===== src/rtl/fifo_pkg.sv =====
// Shared constants and elaboration-time helpers for the parametrised synchronous FIFO.
package fifo_pkg;

    localparam int DEF_DATA_WIDTH = 8;
    localparam int DEF_ADDR_WIDTH = 3;

    function automatic int fifo_depth(input int addr_width);
        return 1 << addr_width;
    endfunction

    // Almost-full must be reachable and non-trivial; almost-empty must be below full.
    function automatic bit thresholds_legal(input int addr_width, input int afull_th,
                                            input int aempty_th);
        return (afull_th >= 1) && (afull_th <= fifo_depth(addr_width)) &&
               (aempty_th >= 0) && (aempty_th <= fifo_depth(addr_width) - 1);
    endfunction

endpackage


===== src/rtl/sync_fifo_ram.sv =====
// Simple dual-port storage array: synchronous write, registered read with enable.
module sync_fifo_ram
    import fifo_pkg::*;
#(
    parameter int DATA_WIDTH = DEF_DATA_WIDTH,
    parameter int ADDR_WIDTH = DEF_ADDR_WIDTH
) (
    input  logic                  clk,
    input  logic                  rst,
    input  logic                  i_we,
    input  logic [ADDR_WIDTH-1:0] i_waddr,
    input  logic [DATA_WIDTH-1:0] i_wdata,
    input  logic                  i_re,
    input  logic [ADDR_WIDTH-1:0] i_raddr,
    output logic [DATA_WIDTH-1:0] o_rdata
);

    localparam int DEPTH = fifo_depth(ADDR_WIDTH);

    logic [DATA_WIDTH-1:0] mem_q [DEPTH];
    logic [DATA_WIDTH-1:0] rdata_q;
    logic [DATA_WIDTH-1:0] rdata_d;

    // Storage is deliberately left unreset so it can map onto block RAM.
    always_ff @(posedge clk) begin
        if (i_we) begin
            mem_q[i_waddr] <= i_wdata;
        end
    end

    always_comb begin
        rdata_d = rdata_q;
        if (i_re) begin
            rdata_d = mem_q[i_raddr];
        end
    end

    always_ff @(posedge clk or posedge rst) begin
        if (rst) begin
            rdata_q <= '0;
        end else begin
            rdata_q <= rdata_d;
        end
    end

    assign o_rdata = rdata_q;

endmodule


===== src/rtl/sync_fifo_param.sv =====
// Single-clock FIFO with fill level, programmable almost-full/empty thresholds,
// registered read port with valid strobe and sticky overflow/underflow flags.
module sync_fifo_param
    import fifo_pkg::*;
#(
    parameter int DATA_WIDTH = DEF_DATA_WIDTH,
    parameter int ADDR_WIDTH = DEF_ADDR_WIDTH,
    parameter int AFULL_TH   = 6,
    parameter int AEMPTY_TH  = 1
) (
    input  logic                  clk,
    input  logic                  rst,
    input  logic                  i_w_inc,
    input  logic [DATA_WIDTH-1:0] i_w_data,
    input  logic                  i_r_inc,
    input  logic                  i_clr_err,
    output logic [DATA_WIDTH-1:0] o_r_data,
    output logic                  o_r_valid,
    output logic                  o_full,
    output logic                  o_empty,
    output logic                  o_almost_full,
    output logic                  o_almost_empty,
    output logic [ADDR_WIDTH:0]   o_level,
    output logic                  o_overflow,
    output logic                  o_underflow
);

    localparam int               DEPTH     = fifo_depth(ADDR_WIDTH);
    localparam logic [ADDR_WIDTH:0] DEPTH_LV  = DEPTH[ADDR_WIDTH:0];
    localparam logic [ADDR_WIDTH:0] AFULL_LV  = AFULL_TH[ADDR_WIDTH:0];
    localparam logic [ADDR_WIDTH:0] AEMPTY_LV = AEMPTY_TH[ADDR_WIDTH:0];
    localparam logic [ADDR_WIDTH:0] ONE       = (ADDR_WIDTH + 1)'(1);

    generate
        if (!thresholds_legal(ADDR_WIDTH, AFULL_TH, AEMPTY_TH)) begin : g_bad_threshold
            $error("sync_fifo_param: AFULL_TH/AEMPTY_TH out of range for ADDR_WIDTH");
        end
    endgenerate

    logic [ADDR_WIDTH:0] wptr_q, wptr_d;
    logic [ADDR_WIDTH:0] rptr_q, rptr_d;
    logic [ADDR_WIDTH:0] level_q, level_d;
    logic                r_valid_q, r_valid_d;
    logic                overflow_q, overflow_d;
    logic                underflow_q, underflow_d;
    logic                full, empty, wr_ok, rd_ok;

    assign full  = (level_q == DEPTH_LV);
    assign empty = (level_q == '0);

    // A full FIFO still takes a write when a read frees a slot on the same edge;
    // an empty FIFO never forwards the incoming word to the read port.
    assign wr_ok = i_w_inc && (!full || (i_r_inc && !empty));
    assign rd_ok = i_r_inc && !empty;

    always_comb begin
        wptr_d      = wptr_q;
        rptr_d      = rptr_q;
        level_d     = level_q;
        r_valid_d   = rd_ok;
        overflow_d  = (overflow_q && !i_clr_err) || (i_w_inc && !wr_ok);
        underflow_d = (underflow_q && !i_clr_err) || (i_r_inc && !rd_ok);
        if (wr_ok) begin
            wptr_d = wptr_q + ONE;
        end
        if (rd_ok) begin
            rptr_d = rptr_q + ONE;
        end
        unique case ({wr_ok, rd_ok})
            2'b10:   level_d = level_q + ONE;
            2'b01:   level_d = level_q - ONE;
            default: level_d = level_q;
        endcase
    end

    always_ff @(posedge clk or posedge rst) begin
        if (rst) begin
            wptr_q      <= '0;
            rptr_q      <= '0;
            level_q     <= '0;
            r_valid_q   <= 1'b0;
            overflow_q  <= 1'b0;
            underflow_q <= 1'b0;
        end else begin
            wptr_q      <= wptr_d;
            rptr_q      <= rptr_d;
            level_q     <= level_d;
            r_valid_q   <= r_valid_d;
            overflow_q  <= overflow_d;
            underflow_q <= underflow_d;
        end
    end

    sync_fifo_ram #(
        .DATA_WIDTH (DATA_WIDTH),
        .ADDR_WIDTH (ADDR_WIDTH)
    ) u_ram (
        .clk     (clk),
        .rst     (rst),
        .i_we    (wr_ok),
        .i_waddr (wptr_q[ADDR_WIDTH-1:0]),
        .i_wdata (i_w_data),
        .i_re    (rd_ok),
        .i_raddr (rptr_q[ADDR_WIDTH-1:0]),
        .o_rdata (o_r_data)
    );

    // The level counter must always agree with the wrapped pointer distance.
    level_matches_ptrs: assert property (@(posedge clk) disable iff (rst)
        level_q == (wptr_q - rptr_q));

    assign o_r_valid      = r_valid_q;
    assign o_full         = full;
    assign o_empty        = empty;
    assign o_almost_full  = (level_q >= AFULL_LV);
    assign o_almost_empty = (level_q <= AEMPTY_LV);
    assign o_level        = level_q;
    assign o_overflow     = overflow_q;
    assign o_underflow    = underflow_q;

endmodule


===== config.mk =====
export PLATFORM = sky130hd
export DESIGN_NAME = sync_fifo_param
export DESIGN_NICKNAME = d
export VERILOG_FILES = /design/src/rtl/fifo_pkg.sv /design/src/rtl/sync_fifo_ram.sv /design/src/rtl/sync_fifo_param.sv
export SDC_FILE = /design/constraint.sdc
export NUM_CORES = 1
export LEC_CHECK = 0
export CORE_ASPECT_RATIO = 0.75
export CORE_MARGIN = 3
export CORE_UTILIZATION = 51
export CTS_CLUSTER_SIZE = 25
export DETAILED_ROUTE_END_ITERATION = 10
export MAX_ROUTING_LAYER = met4
export PLACE_DENSITY_LB_ADDON = 0.12
export SLEW_MARGIN = 20
export SYNTH_ARGS = -nofsm -noshare
export SYNTH_HDL_FRONTEND = slang
export SYNTH_SLANG_ARGS = --single-unit
export TNS_END_PERCENT = 20

===== constraint.sdc =====
create_clock -name clk -period 2.07 [get_ports clk]
set_input_delay 0.3105 -clock clk [delete_from_list [all_inputs] [get_ports clk]]
set_output_delay 0.3105 -clock clk [all_outputs]
set_load 0.005 [all_outputs]

==> flow_summary.yaml <==
sta:
  fmax_ghz: 0.531
  period_needed_ps: 1880
  hold_viol: 0
  rsz0062_at_grt: "no"
  period_share_pct: 91.0
  worst_pin_slew_ps: 693
  fin_skew_ps: 8.61
  max_slew_margin_pct: 53.7
  setup_viol: 0
  slew_viol_final: 0
placed_design:
  place_congestion: 0.810
  dp_hpwl_um: 4940
  port_buffers: 31
  place_area_um2: 4120
die:
  dieArea_um2: 8050
  num_rows: 25
  fp.dieH_um: 78.5
  fp.dieW_um: 103
  start_util_pct: 54.6
  core-area_um2: 6540
  ioPinCount: 32
drt:
  drt_iter0_drc: 167
  viasPerCell: 5.42
  route.antenna.remaining_nets: 0
  routed_wl_um: 7100
  vias: 2114
  drc: 0
  dr.pass1.iters: 5
  wl_per_cell_um: 18.2
logic_synthesis:
  yosysSeqAreaShare_pct: 68.6
  syn-num-nets: 269
  ys_dominant_reg_cell: "edfxtp_1"
  yosys_warnings: 0
  synth_top_area_share_pct: 53.8
  synthDistinctLibCells: 33
  synth_top_area_cell: "edfxtp_1"
  async_reset_ff_share_pct: 24.7
  synth_area_leaders: "edfxtp_1 54%, dfrtp_1 15%, mux2i_1 9.5%"
  netlist_top_cells_count: "64 x edfxtp_1, 34 x mux2i_1, 31 x nand2_1, 21 x dfrtp_1, 16 x a22oi_1"
  synth_area_per_cell_um2: 14.3
  yosysMostFrequentCell: "edfxtp_1"
  netlist_area_um2: 3570
  synth_cells: 250
  synth-edff-count: 64
  synth_seq_cells: 85
job:
  drv_cap: 0
setup_path:
  r2r_slack_ps: 190
  timing.critical_path.required_ps: 2130
  start_kind: "flop"
  cp_max_fo: 6
  critPathSlowestCell: "dfrtp_1"
  path_class: "reg2reg"
  endpoint: "u_ram.mem_q[3][6]$_DFFE_PP_"
  r2r-start: "o_level[0]$_DFFE_PP0P_"
  worstPathCellList: "inv_2, ha_4, and4bb_4, nor2b_1, nand2_1, nor2_1, buf_4"
  crit_arrival_ps: 1950
  r2r-end: "u_ram.mem_q[3][6]$_DFFE_PP_"
  r2r_cells: 7
  critPathLaunch: "o_level[0]$_DFFE_PP0P_"
  end_kind: "flop"
  critical-path-max-stage-delay_ps: 360
clocking:
  clock-sinks: 85
  clk_path_buf_depth: 2
  cts-htree-levels: 3
  clock_latency_ps: 340
  cts_root_buffer: "clkbuf_8"
  cts.clk_slew.worst_paths_ps: 70
  cts_tree: "done"
  cts_inserted_buffers: 9
finish:
  layout-drive-gt1-share_pct: 15.9
  multi_input_area_um2: 1050
  n_fill_cell: 490
  design_area_um2: 4320
  regArea_um2: 2450
  area_growth_pct: 20.9
  nNetsFinal: 323
  diodes: 0
grt:
  track_usage_pct: 19.8
  grt_first_pass_wirelength_um: 11100
  antenna_found_initial: 0
  grt_pass1_vias: 2008
  grt_max_degree: 35
  overflow: 0
pwr:
  p_leak_nw: 1.74
  power_density_nw_per_um2: 1280
  ir_drop_mv: 0.693
  power.total_mw: 5.53
status:
  outcome: "complete, no violations"
min_path:
  hold_class: "in2async"
kinds of logic (layout without fill, tap and decap cells):
| logic type | after synthesis | after routing | synth area share, % |
|---|---|---|---|
| AO/OA/AOI/OAI | 26 | 26 | 5.36 |
| buffers and inverters | 19 | 78 | 2.63 |
| AND/OR/NAND/NOR | 73 | 73 | 10.1 |
| flip-flops | 85 | 85 | 68.6 |
| adder cells (fa/ha/maj) | 6 | 6 | 2.10 |
| multiplexers | 34 | 34 | 9.53 |
| XOR/XNOR | 7 | 7 | 1.72 |
per-layer routing:
metal,share of wire (%),global-route usage [%]
met5,0,-
met4,0.99,7.08
met3,5.0,6.39
met2,44,25.8
met1,50,29.0
through the flow:
step                instances  util, %  hold slack, ps  setup slack (ps)  TNS [ps]
floorplan                 250        -             287             -53.1     -2260
global placement          374     63.0             458              25.0         0
detailed placement        374     63.0             464              13.4         0
CTS                       390     65.9             303              3.99         0
global route              390     66.0             322              88.6         0
finish                    390     66.0             317               187         0
final cells by class:
cell class,count,share of cell area (%)
clock buffers,14,3.77
clock inverters,2,0.232
inverters,7,0.609
multi-input cells,146,24.4
flip-flops and latches,85,56.7
well taps,81,2.35
repair buffers,55,11.9
worst min path at each step:
| stage | start | to | slack [ps] | cells past startpoint |
|---|---|---|---|---|
| 6_report | rst | o_level[3]$_DFFE_PP0P_ | 320 | 3 |
| 5_1_grt | rst | o_level[3]$_DFFE_PP0P_ | 320 | 3 |
| 4_1_cts | rst | u_ram.o_rdata[5]$_DFFE_PP0N_ | 300 | 3 |
| 3_5_place_dp | u_ram.o_rdata[0]$_DFFE_PP0N_ | u_ram.o_rdata[0]$_DFFE_PP0N_ | 460 | 2 |
| 3_3_place_gp | u_ram.o_rdata[1]$_DFFE_PP0N_ | u_ram.o_rdata[1]$_DFFE_PP0N_ | 460 | 2 |
| 2_1_floorplan | rst | o_level[0]$_DFFE_PP0P_ | 290 | 1 |
layout by cell type, fill, tap and decap left out, types with 2 or more instances in the layout:
| master | synthesis | layout |
|---|---|---|
| nor2b_1 | 3 | 3 |
| a22oi_1 | 16 | 16 |
| a21oi_1 | 2 | 2 |
| mux2i_1 | 34 | 34 |
| edfxtp_1 | 64 | 64 |
| inv_2 | 0 | 2 |
| dlymetal6s2s_1 | 0 | 3 |
| nand2_1 | 31 | 31 |
| clkbuf_8 | 0 | 11 |
| nand2b_1 | 6 | 6 |
| inv_1 | 7 | 5 |
| clkdlybuf4s50_1 | 0 | 27 |
| nor2_1 | 12 | 12 |
| nor3_2 | 2 | 4 |
| a22o_1 | 2 | 2 |
| clkbuf_1 | 0 | 3 |
| buf_4 | 2 | 22 |
| nand3_1 | 9 | 9 |
| clkinv_2 | 0 | 2 |
| dfrtp_1 | 21 | 20 |
| xnor2_1 | 6 | 6 |
| ha_1 | 6 | 5 |
flip-flops by register name, summed over array words and instances (netlist names):
signal / flops
u_ram.mem_q: 64
u_ram.o_rdata: 8
o_level: 4
rptr_q: 3
wptr_q: 3
o_overflow: 1
o_r_valid: 1
o_underflow: 1
timing repair:
action                                  4_1_cts  5_1_grt
gates resized for setup                       8        4
endpoints found under the setup margin        4        3
hold buffers                                  0        0
buffers inserted                              0        0
power by group:
part / leakage [nW] / switching, mW / total [mW] / internal, mW
logic: 0.814 / 1.05 / 2.09 / 1.04
registers: 0.833 / 0.226 / 2.43 / 2.20
clock network: 0.0905 / 0.514 / 1.01 / 0.499
total: 1.74 / 1.79 / 5.53 / 3.74
worst max-delay path, delay by kind of cell, from the launching register on:
kind / cells / cell delay, ps
adders and majority gates: 1 / 190
DFF: 1 / 360
buffers and inverters: 2 / 260
and+or+nand+nor: 4 / 800
Power figures use the tool's default switching activity.
==> RTL change: new RTL, config.mk and constraints unchanged <==
The package constant `DEF_DATA_WIDTH` goes from 8 to 6.
--- a/src/rtl/fifo_pkg.sv
+++ b/src/rtl/fifo_pkg.sv
@@ -1,7 +1,7 @@
 // Shared constants and elaboration-time helpers for the parametrised synchronous FIFO.
 package fifo_pkg;
 
-    localparam int DEF_DATA_WIDTH = 8;
+    localparam int DEF_DATA_WIDTH = 6;
     localparam int DEF_ADDR_WIDTH = 3;
 
     function automatic int fifo_depth(input int addr_width);
Interface: changed (resized i_w_data and o_r_data); port bits go from 32 to 28. No check against the original RTL was run, so the function may have changed too.
==> RTL change against the original RTL <==
Count of clock-buffer cells in the layout down 3. Setup slack improved by 0.034 ns. Hold slack got worse by 0.018 ns. Wire length fell by 20%. Sequential cell count decreased by 18. Total power is 5.7% lower. Final area down 16%. Area after synthesis shrank 19%. Critical path type unchanged.
==> RTL change: results (changes against the original RTL) <==
Layout
  • Post-route design area: 0.00363 mm² (-16%)
  • Largest register FFs: 48 (-25%)

Logic synthesis
  • Largest cells by area after synthesis: edfxtp_1, dfrtp_1, mux2i_1
  • Number of synthesized flops with an enable pin: 48 (-25%)
  • Synth cell count leaders: edfxtp_1, nand2_1, mux2i_1
  • Xor and xnor fraction of the mapped netlist area: 1.51% (-0.21 points)
  • Compound-gate portion of the synthesized area: 7.36% (+2.0 points)
  • Yosys cell types: 35 (+6.1%)
  • Cells after synthesis: 214 (-14%)
  • Mux share of post-synthesis cell area: 8.61% (-0.93 points)

Detailed routing
  • Drt first pass iters: 4 (-1)
  • Wl on met1: 2880 µm (-19%)
  • First DRT Iteration DRCs: 151 (-9.6%)
  • Drt via density: 5.24 (-3.4%)
  • DR WL met2: 2450 µm (-22%)
  • WL met3: 314 µm (-11%)

Clock network
  • # resized after CTS: 9 (+1)

Global route
  • Met2 usage: 24.6% (-1.2 points)
  • Met3 GRT Util: 7.14% (+0.74 points)
  • Largest net degree at the start of global routing: 27 (-23%)
  • Vias in the first global route: 1676 (-17%)
  • Met1 GRT Util: 28.6% (-0.32 points)

Placement
  • PortBufs: 27 (-13%)
  • RePlAce Congestion: 0.884 (+9.1%)
  • Placed cell area: 0.00335 mm² (-19%)
  • Pre-CTS WS: 0.0847 ns (+0.0713 ns)

Pwr
  • Leakage: 1.45 nW (-16%)
  • VDD IR max: 0.000832 V (+20%)
  • Sequential fraction of design power: 37.0% (-6.9 points)
  • Pint: 3.60 mW (-3.6%)

Timing
  • Worst Tran Pin Value: 0.522 ns (-0.172 ns)
  • Highest Clock Rate: 541 MHz (+1.8%)

Worst setup path
  • R2R setup slack: 0.22 ns (+0.03 ns)
  • Crit path max fanout: 4 (-2)

Outcome
  • Status: complete, no violations
-- RTL change: worst min-delay path by stage --
stage               cells after the start        startpoint               end
global route                            3               rst  u_ram.o_rdata[2]
CTS                                     3               rst  u_ram.o_rdata[2]
detailed placement                      2  u_ram.o_rdata[4]  u_ram.o_rdata[4]
floorplan                               1               rst        o_level[0]
global placement                        2  u_ram.o_rdata[2]  u_ram.o_rdata[2]
finish                                  3               rst  u_ram.o_rdata[2]
-- RTL change: cell families (layout without fill, tap and decap cells) --
family	count (synthesis)	count (layout)
AND/OR/NAND/NOR	67	67
AO/OA/AOI/OAI	29	29
XOR/XNOR	5	5
flip-flops	67	67
multiplexers	25	25
buffers and inverters	15	66
adder cells (fa/ha/maj)	6	6
-- RTL change: cell type report --
class | instances | area share, %
flip-flops and latches | 67 | 52.8
multi-input cells | 132 | 25.5
repair buffers | 44 | 11.4
clock buffers | 11 | 3.62
clock inverters | 5 | 3.44
well taps | 75 | 2.58
inverters | 6 | 0.689
